===== config.mk =====
export PLATFORM = sky130hd
export DESIGN_NAME = mips_icache
export DESIGN_NICKNAME = d
export VERILOG_FILES = /design/src/rtl/mips_cache_pkg.sv /design/src/rtl/mips_icache_line_store.sv /design/src/rtl/mips_icache.sv
export SDC_FILE = /design/constraint.sdc
export NUM_CORES = 1
export LEC_CHECK = 0
export ABC_CLOCK_PERIOD_IN_PS = 18200
export BUFFER_PORTS_ARGS = -buffer_cell sky130_fd_sc_hd__buf_2
export CAP_MARGIN = 25
export CORE_MARGIN = 5
export CORE_UTILIZATION = 66
export CTS_BUF_LIST = sky130_fd_sc_hd__clkbuf_16
export DETAILED_ROUTE_END_ITERATION = 12
export PLACE_DENSITY_LB_ADDON = 0.1
export SYNTH_ARGS = -nofsm -noshare
export SYNTH_HDL_FRONTEND = slang
export SYNTH_SLANG_ARGS = --single-unit

===== constraint.sdc =====
create_clock -name clk -period 18.2 [get_ports clk]
set_input_delay 0 -clock clk [delete_from_list [all_inputs] [get_ports clk]]
set_output_delay 0 -clock clk [all_outputs]
set_load 0.03 [all_outputs]

===== src/rtl/mips_cache_pkg.sv =====
// Shared types, default geometry and address-slicing helpers for the
// direct-mapped MIPS instruction cache.
package mips_cache_pkg;

  typedef enum logic {
    IDLE = 1'b0,
    FILL = 1'b1
  } state_t;

  localparam int DEF_NUM_LINES      = 8;
  localparam int DEF_WORDS_PER_LINE = 4;

  // Geometry helpers so a parameterised instance can derive its own widths.
  function automatic int calc_offset_w(input int words_per_line);
    return 2 + $clog2(words_per_line);
  endfunction

  function automatic int calc_index_w(input int num_lines);
    return $clog2(num_lines);
  endfunction

  function automatic int calc_tag_w(input int num_lines, input int words_per_line);
    return 32 - calc_offset_w(words_per_line) - calc_index_w(num_lines);
  endfunction

  localparam int OFFSET_W = calc_offset_w(DEF_WORDS_PER_LINE);
  localparam int INDEX_W  = calc_index_w(DEF_NUM_LINES);
  localparam int TAG_W    = calc_tag_w(DEF_NUM_LINES, DEF_WORDS_PER_LINE);
  localparam int LINE_W   = 32 * DEF_WORDS_PER_LINE;

  // Extract 'width' bits of a byte address starting at bit 'lsb'.
  function automatic logic [31:0] addr_field(input logic [31:0] addr, input int lsb,
                                             input int width);
    logic [31:0] mask;
    mask = (32'h1 << width) - 32'h1;
    return (addr >> lsb) & mask;
  endfunction

endpackage


===== src/rtl/mips_icache_line_store.sv =====
// Valid/tag/data storage for the direct-mapped cache: one write port,
// combinational read by index, valid bits cleared asynchronously on reset.
module mips_icache_line_store #(
  parameter int NUM_LINES = 8,
  parameter int INDEX_W   = 3,
  parameter int TAG_W     = 25,
  parameter int LINE_W    = 128
) (
  input  logic               clk,
  input  logic               rst,
  input  logic               we,
  input  logic [INDEX_W-1:0] windex,
  input  logic [TAG_W-1:0]   wtag,
  input  logic [LINE_W-1:0]  wdata,
  input  logic [INDEX_W-1:0] rindex,
  output logic               rvalid,
  output logic [TAG_W-1:0]   rtag,
  output logic [LINE_W-1:0]  rdata
);

  logic [NUM_LINES-1:0] valid_q;
  logic [TAG_W-1:0]     tag_q  [NUM_LINES];
  logic [LINE_W-1:0]    data_q [NUM_LINES];

  // Valid bits: cleared by reset, set by a completed fill.
  always_ff @(posedge clk or posedge rst) begin
    if (rst) begin
      valid_q <= '0;
    end else if (we) begin
      valid_q[windex] <= 1'b1;
    end
  end

  // Tag and data arrays need no reset; valid qualifies them.
  always_ff @(posedge clk) begin
    if (we) begin
      tag_q[windex]  <= wtag;
      data_q[windex] <= wdata;
    end
  end

  // Combinational read of the addressed line.
  always_comb begin
    rvalid = valid_q[rindex];
    rtag   = tag_q[rindex];
    rdata  = data_q[rindex];
  end

endmodule


===== src/rtl/mips_icache.sv =====
// Direct-mapped read-only instruction cache. Hits return the word in the
// same cycle; a miss stalls the core and fetches one full line.
module mips_icache
  import mips_cache_pkg::*;
#(
  parameter int NUM_LINES      = DEF_NUM_LINES,
  parameter int WORDS_PER_LINE = DEF_WORDS_PER_LINE
) (
  input  logic                                         clk,
  input  logic                                         rst,
  input  logic                                         proc_read,
  input  logic [31:0]                                  proc_addr,
  output logic [31:0]                                  proc_rdata,
  output logic                                         proc_stall,
  output logic                                         mem_read,
  output logic [32-$clog2(4*WORDS_PER_LINE)-1:0]       mem_addr,
  input  logic [32*WORDS_PER_LINE-1:0]                 mem_rdata,
  input  logic                                         mem_ready
);

  localparam int OFF_W  = calc_offset_w(WORDS_PER_LINE);
  localparam int WORD_W = $clog2(WORDS_PER_LINE);
  localparam int IDX_W  = calc_index_w(NUM_LINES);
  localparam int TG_W   = calc_tag_w(NUM_LINES, WORDS_PER_LINE);
  localparam int LN_W   = 32 * WORDS_PER_LINE;
  localparam int MA_W   = 32 - OFF_W;

  state_t            state_q, state_d;
  logic [WORD_W-1:0] word_sel;
  logic [IDX_W-1:0]  index;
  logic [TG_W-1:0]   tag;
  logic              line_valid;
  logic [TG_W-1:0]   line_tag;
  logic [LN_W-1:0]   line_data;
  logic [IDX_W-1:0]  fill_index;
  logic [TG_W-1:0]   fill_tag;
  logic              fill_we;
  logic              miss_start;
  logic              hit;

  assign word_sel   = WORD_W'(addr_field(proc_addr, 2, WORD_W));
  assign index      = IDX_W'(addr_field(proc_addr, OFF_W, IDX_W));
  assign tag        = TG_W'(addr_field(proc_addr, OFF_W + IDX_W, TG_W));

  // The fill target comes from the registered line address, so an address
  // change while stalled cannot redirect an in-flight fill.
  assign fill_index = mem_addr[IDX_W-1:0];
  assign fill_tag   = mem_addr[MA_W-1:IDX_W];

  assign hit = proc_read & line_valid & (line_tag == tag);

  mips_icache_line_store #(
    .NUM_LINES (NUM_LINES),
    .INDEX_W   (IDX_W),
    .TAG_W     (TG_W),
    .LINE_W    (LN_W)
  ) u_line_store (
    .clk    (clk),
    .rst    (rst),
    .we     (fill_we),
    .windex (fill_index),
    .wtag   (fill_tag),
    .wdata  (mem_rdata),
    .rindex (index),
    .rvalid (line_valid),
    .rtag   (line_tag),
    .rdata  (line_data)
  );

  // State register.
  always_ff @(posedge clk or posedge rst) begin
    if (rst) begin
      state_q <= IDLE;
    end else begin
      state_q <= state_d;
    end
  end

  // Next state and outputs; mem_read depends on state only.
  always_comb begin
    state_d    = state_q;
    proc_stall = 1'b0;
    proc_rdata = 32'h0;
    mem_read   = 1'b0;
    fill_we    = 1'b0;
    miss_start = 1'b0;
    case (state_q)
      IDLE: begin
        if (proc_read) begin
          if (hit) begin
            proc_rdata = line_data[{word_sel, 5'd0} +: 32];
          end else begin
            proc_stall = 1'b1;
            miss_start = 1'b1;
            state_d    = FILL;
          end
        end
      end
      FILL: begin
        mem_read   = 1'b1;
        proc_stall = 1'b1;
        if (mem_ready) begin
          fill_we = 1'b1;
          state_d = IDLE;
        end
      end
      default: state_d = IDLE;
    endcase
  end

  // Line address captured when a miss is detected, held through the fill.
  always_ff @(posedge clk or posedge rst) begin
    if (rst) begin
      mem_addr <= '0;
    end else if (miss_start) begin
      mem_addr <= MA_W'(addr_field(proc_addr, OFF_W, MA_W));
    end
  end

endmodule


* Yosys cells after proc, flatten, opt, wreduce, memory -nomap -nowiden
Memories as Yosys holds them, arrays and structs flattened.
Cells that the tools add are included.
** Word-level totals
- Memories kept :: 2
- Register bits after elaboration :: 37
- RAM bits :: 1224
- Output and inout port bits :: 62
** Memories
- u_line_store.data_q :: depth 8, bits a word 128, read ports 1, clocked after Yosys merged registers in 0, write ports 1, line mips_icache_line_store.sv:23 : logic [LINE_W-1:0] data_q [NUM_LINES];
- u_line_store.tag_q :: depth 8, bits a word 25, read ports 1, clocked after Yosys merged registers in 0, write ports 1, line mips_icache_line_store.sv:22 : logic [TAG_W-1:0] tag_q [NUM_LINES];
** Operators by class
- Bitwise logic cells :: 4
- Reduce and logical (&&, ||, !) cells :: 1
- Shifts and indexed selects :: 1
- Mux-type cells :: 18
- $lt $le $gt $ge :: 3
- Eq/ne operators :: 1
** Operator list (number)
- 128-bit by 8-bit variable part select with 32-bit output :: 1
- 32-bit 2-to-1 mux :: 3
- 25-bit == test :: 1
- 1-bit 2-to-1 mux :: 11
- 3-bit by 4-bit < comparator with 1-bit output, second input constant :: 2
- 8-bit OR :: 1
- 1-bit case mux with 2 select lines :: 2
- 1-bit binary-select mux with 3-bit select :: 1
- 1-bit demux with 3-bit select :: 1
- 3-bit by 1-bit >= comparator with 1-bit output, second input constant :: 1
- 1-bit bitwise AND :: 2
- 1-bit logical AND :: 1
- 1-bit NOT :: 1

* Logic depth before layout (Yosys ltp)
- Word-level depth :: 7
- Gate-level depth with buffers :: 13
- Depth with buffers taken out :: 8

* Cells and area by module
A second synthesis with hierarchy kept.
** Unflattened totals
- Cells, all modules :: 1980
- Area, all modules :: 48740.5 µm²
** By module, submodules not included
- mips_icache_line_store :: instances 1, cells each 1804, area each 46261.9 µm², sequential area each 36955.4 µm²
- mips_icache :: instances 1, cells each 176, area each 2478.6 µm², sequential area each 725.7 µm²

* Worst setup path before layout
Ideal clock, no wire load.
- Kind :: reg2reg
- Start :: reg mem_addr[0]
- End :: reg u_line_store.valid_q[0]
- Arrival :: 12.074 ns
- Setup slack :: 5.995 ns
- Library setup time :: 0.131 ns
- Required time :: 18.069 ns
- Cell stages (with the launch flop) :: 4
- Cells stage by stage :: dfrtp_1 > nand3b_1 > nor3_1 > or2_2
** Between the ends
- Word-level cells in the longest chain between the ends :: 5
- Elaborated cells on any way between the ends :: 6
** Ends and longest elaborated chain
- start, declared :: line mips_icache.sv:16 : output logic [32-$clog2(4*WORDS_PER_LINE)-1:0] mem_addr,
- start signal, assigned :: line mips_icache.sv:116 : mem_addr <= MA_W'(addr_field(proc_addr, OFF_W, MA_W));
- 3-bit by 4-bit < comparator with 1-bit output (not written as such) / 3-bit by 1-bit >= comparator with 1-bit output (equally long branches) :: line mips_icache_line_store.sv:30 : valid_q[windex] <= 1'b1;
- 1-bit logical AND (not written as such) :: line mips_icache_line_store.sv:30
- 1-bit 2-to-1 mux (not written as such) :: line mips_icache_line_store.sv:30
- 1-bit demux with 3-bit select *
- 8-bit OR (no source line) *
- end signal, assigned :: line mips_icache_line_store.sv:28 : valid_q <= '0;
- end signal, assigned by index :: line mips_icache_line_store.sv:30
- end, declared :: line mips_icache_line_store.sv:21 : logic [NUM_LINES-1:0] valid_q;
Every way passes the cells marked *; elsewhere a longest branch is shown, timed or not.
A chain may end at the register's enable or synchronous reset.

* Worst setup path after layout
- Start :: in proc_addr[4]
- End :: out proc_rdata[22]
** Between the ends
- Word-level cells in the longest chain between the ends :: 7
- Elaborated cells on any way between the ends :: 11
** Ends and longest elaborated chain
- start, declared :: line mips_icache.sv:12 : input logic [31:0] proc_addr,
- parallel branches: the longest is 4 deep, another holds memory 8 x 128 bit
- 32-bit 2-to-1 mux * :: line mips_icache.sv:90 : if (hit) begin
- 32-bit 2-to-1 mux * :: line mips_icache.sv:89 : if (proc_read) begin
- 32-bit 2-to-1 mux * :: line mips_icache.sv:87 : case (state_q)
- end, declared :: line mips_icache.sv:13 : output logic [31:0] proc_rdata,
Mark *: on every way between the ends. The select of a mux whose other input is x is not followed.

==> flow_summary.ini <==
[outcome]
status = finished clean

[clock_network]
clk_latency_ps = 680
clk_path_buf_depth = 3
cts.clk_slew.worst_paths_ps = 70
cts-root-buf = clkbuf_16
cts-htree-levels = 3
cts_tree = built
cts_buffers = 119
cts_setup_buffers = 0
cts.sinks = 1261

[floorplanning]
dieHeight_um = 280
core_area_um2 = 72700
initial_core_util_pct = 66.3
rows = 99
die_w_um = 280
dieArea_um2 = 78600
io_pins = 226

[synth]
synth_area_per_cell_um2 = 24.3
ys.warnings.count = 0
synthTopCellsByArea = edfxtp_1 (76%), mux4_2 (16%), dfrtp_1 (1.9%)
ys_seq_area_share_pct = 78.1
syn-num-nets = 2153
synth-async-reset-ratio_pct = 2.93
synth_enable_flop_cells = 1224
synth_area_um2 = 48200
syn_inst = 1989
synth.distinct_cells = 42
yosys_register_bits = 1261
synth_top_area_cell = edfxtp_1
ys.flop_type = edfxtp_1
yosys.area.top_type_share_pct = 76.2

[global_routing]
grt_usage_pct = 25.9
grt_max_degree = 157
grt_overflow = 0
grt_pass1_vias = 23900
antenna_found_initial = 6
grt_pass1_wl_um = 151000

[pwr]
vdd_drop_max_v = 0.000111
power_per_cell_area_nw_per_um2 = 111
p_leak_nw = 18.5

[cells_and_area]
n_fill_cell = 3757
final_common_cell = edfxtp_1
drive_above_1_share_pct = 32.2
area_growth_pct = 15.4
multi_input_area_um2 = 10100
final_cell_mix = edfxtp_1 (1224), mux4_2 (350), buf_2 (219)
ff_latch_area_um2 = 37700
nets = 2588

[worst_setup_path]
crit_arrival_ps = 4770
cp.buffers_inverters = 5
crit_family = buffers and inverters
start_kind = input pin
worst_setup_path_end_kind = output pin
crit_type = in -> out
critPathMaxFanout = 123
crit_top_cell = buf_12
required_ps = 18200
worst_path_largest_cell_delay_ps = 750
path_cells = buf_8 -> buf_12 -> buf_12 -> mux4_2 -> mux2i_1 -> xor2_1 -> nor4b_1 -> nand4_1 -> buf_4 -> nor2_1 -> buf_2
crit_slowest_cell = buf_12

[sta]
fin_setup_tns_ps = 0
setup_ws_ps = 13430
period_needed_ps = 4770
relSlewSlack_pct = 27.7
rsz0062_at_grt = no
final_hold_viol_count = 0
drv_slew = 0
period_share_pct = 26.2
clock.fmax_ghz = 0.210
skew_ps = 20.5
setup_violations = 0
tightest_slew_ps = 1080

[placement]
place_ws_ps = 12940
hpwl_um = 52800
port_buffers = 223
gp_congestion = 0.776

[drt]
drt.antenna.violating_nets = 0
via_per_inst = 6.41
dr.pass1.iters = 5
met2_length_um = 54400
totalWireLength_um = 100000
drc = 0
dr_wl_met3_um = 5940
drt_iter0_drc = 2081
met1Wirelength_um = 38300
routed.top_layer = met5
dr_total_vias = 22300
wire_per_inst_um = 28.8

[flow_run]
maxCapViolCount = 0

[hold_path]
hold_path.class = in -> async
-- synthesized netlist by cell type, types with 6 or more instances --
cell type	n
buf_2	41
mux4_2	350
nand3_1	6
a22o_1	11
xor2_1	12
o21ai_0	6
clkbuf_1	38
mux2_4	9
mux2_2	19
edfxtp_1	1224
nand2_1	15
or2_2	8
nand4_1	7
buf_1	9
dfrtp_1	37
nor2_1	43
a22oi_1	9
mux2i_1	89
-- kinds of logic (layout without fill, tap and decap cells) --
logic type / count (synthesis) / count (layout) / share of synthesized area, %
mux: 467 / 467 / 18.9
compound gates: 34 / 34 / 0.519
flops: 1261 / 1261 / 78.1
other cells: 0 / 3 / 0
xor+xnor: 17 / 17 / 0.309
simple gates: 109 / 109 / 1.12
buf+inv: 101 / 634 / 1.03
-- path summary, 6_finish.rpt --
path | startpoint | to | slack, ps | cells past startpoint
setup / recovery | proc_addr[4] | proc_rdata[22] | 13430 | 11
hold / removal | rst | mem_addr[12]$_DFFE_PP0P_ | 40 | 4
setup reg to reg | state_q$_DFF_PP0_ | u_line_store.data_q[7][78]$_DFFE_PP_ | 14810 | 4
hold reg to reg | u_line_store.valid_q[5]$_DFFE_PP0P_ | u_line_store.valid_q[5]$_DFFE_PP0P_ | 460 | 1
max in group asynchronous | rst | mem_addr[16]$_DFFE_PP0P_ | 17780 | 4
min in group clk | proc_addr[4] | mem_addr[0]$_DFFE_PP0P_ | 80 | 2
-- state kept, by name (all words and copies together) (netlist names) --
signal / cells
state_q: 1
u_line_store.valid_q: 8
u_line_store.tag_q: 200
u_line_store.data_q: 1024
mem_addr: 28
-- metrics by stage --
stage / cells / total power [mW] / util [%] / hold slack, ps / area [um^2]
global placement: 3106 / 3.89 / 69.4 / 160 / 50400
floorplan: 1989 / 3.75 / - / 96.4 / 48200
detailed placement: 3106 / 3.91 / 69.4 / 170 / 50400
CTS: 3480 / 6.22 / 76.5 / 1.61 / 55700
finish: 3484 / 6.18 / 76.6 / 38.1 / 55700
global route: 3482 / 6.39 / 76.6 / 75.1 / 55700
-- per-layer routing --
| metal | global-route usage [%] | up-vias |
|---|---|---|
| li1 | - | 9419 |
| met1 | 35.3 | 12000 |
| met2 | 45.9 | 838 |
| met3 | 3.91 | 120 |
| met4 | 5.52 | 6 |
| met5 | 0 | - |
-- worst min-delay path, delay by kind of cell --
kind,cells,cell delay (ps)
buffers and inverters,4,1160
-- cell type report --
type | instances | area share [%]
Sequential cell | 1261 | 67.7
Inverter | 3 | 0.0202
Clock inverter | 97 | 1.10
Multi-Input combinational cell | 627 | 18.2
Timing Repair Buffer | 412 | 5.40
Tap cell | 959 | 2.15
Antenna cell | 3 | 0.0135
Clock buffer | 122 | 5.48
-- power breakdown --
group	switching, mW	internal, mW	leakage, nW
clock network	1.00	1.30	1.98
registers	0.0615	3.34	11.5
logic	0.272	0.201	5.07
-- timing repair --
item	4_1_cts	5_1_grt
endpoints found under the hold margin	1088	0
gates resized for setup	0	0
hold buffers	155	0
Power figures use the tool's default switching activity.
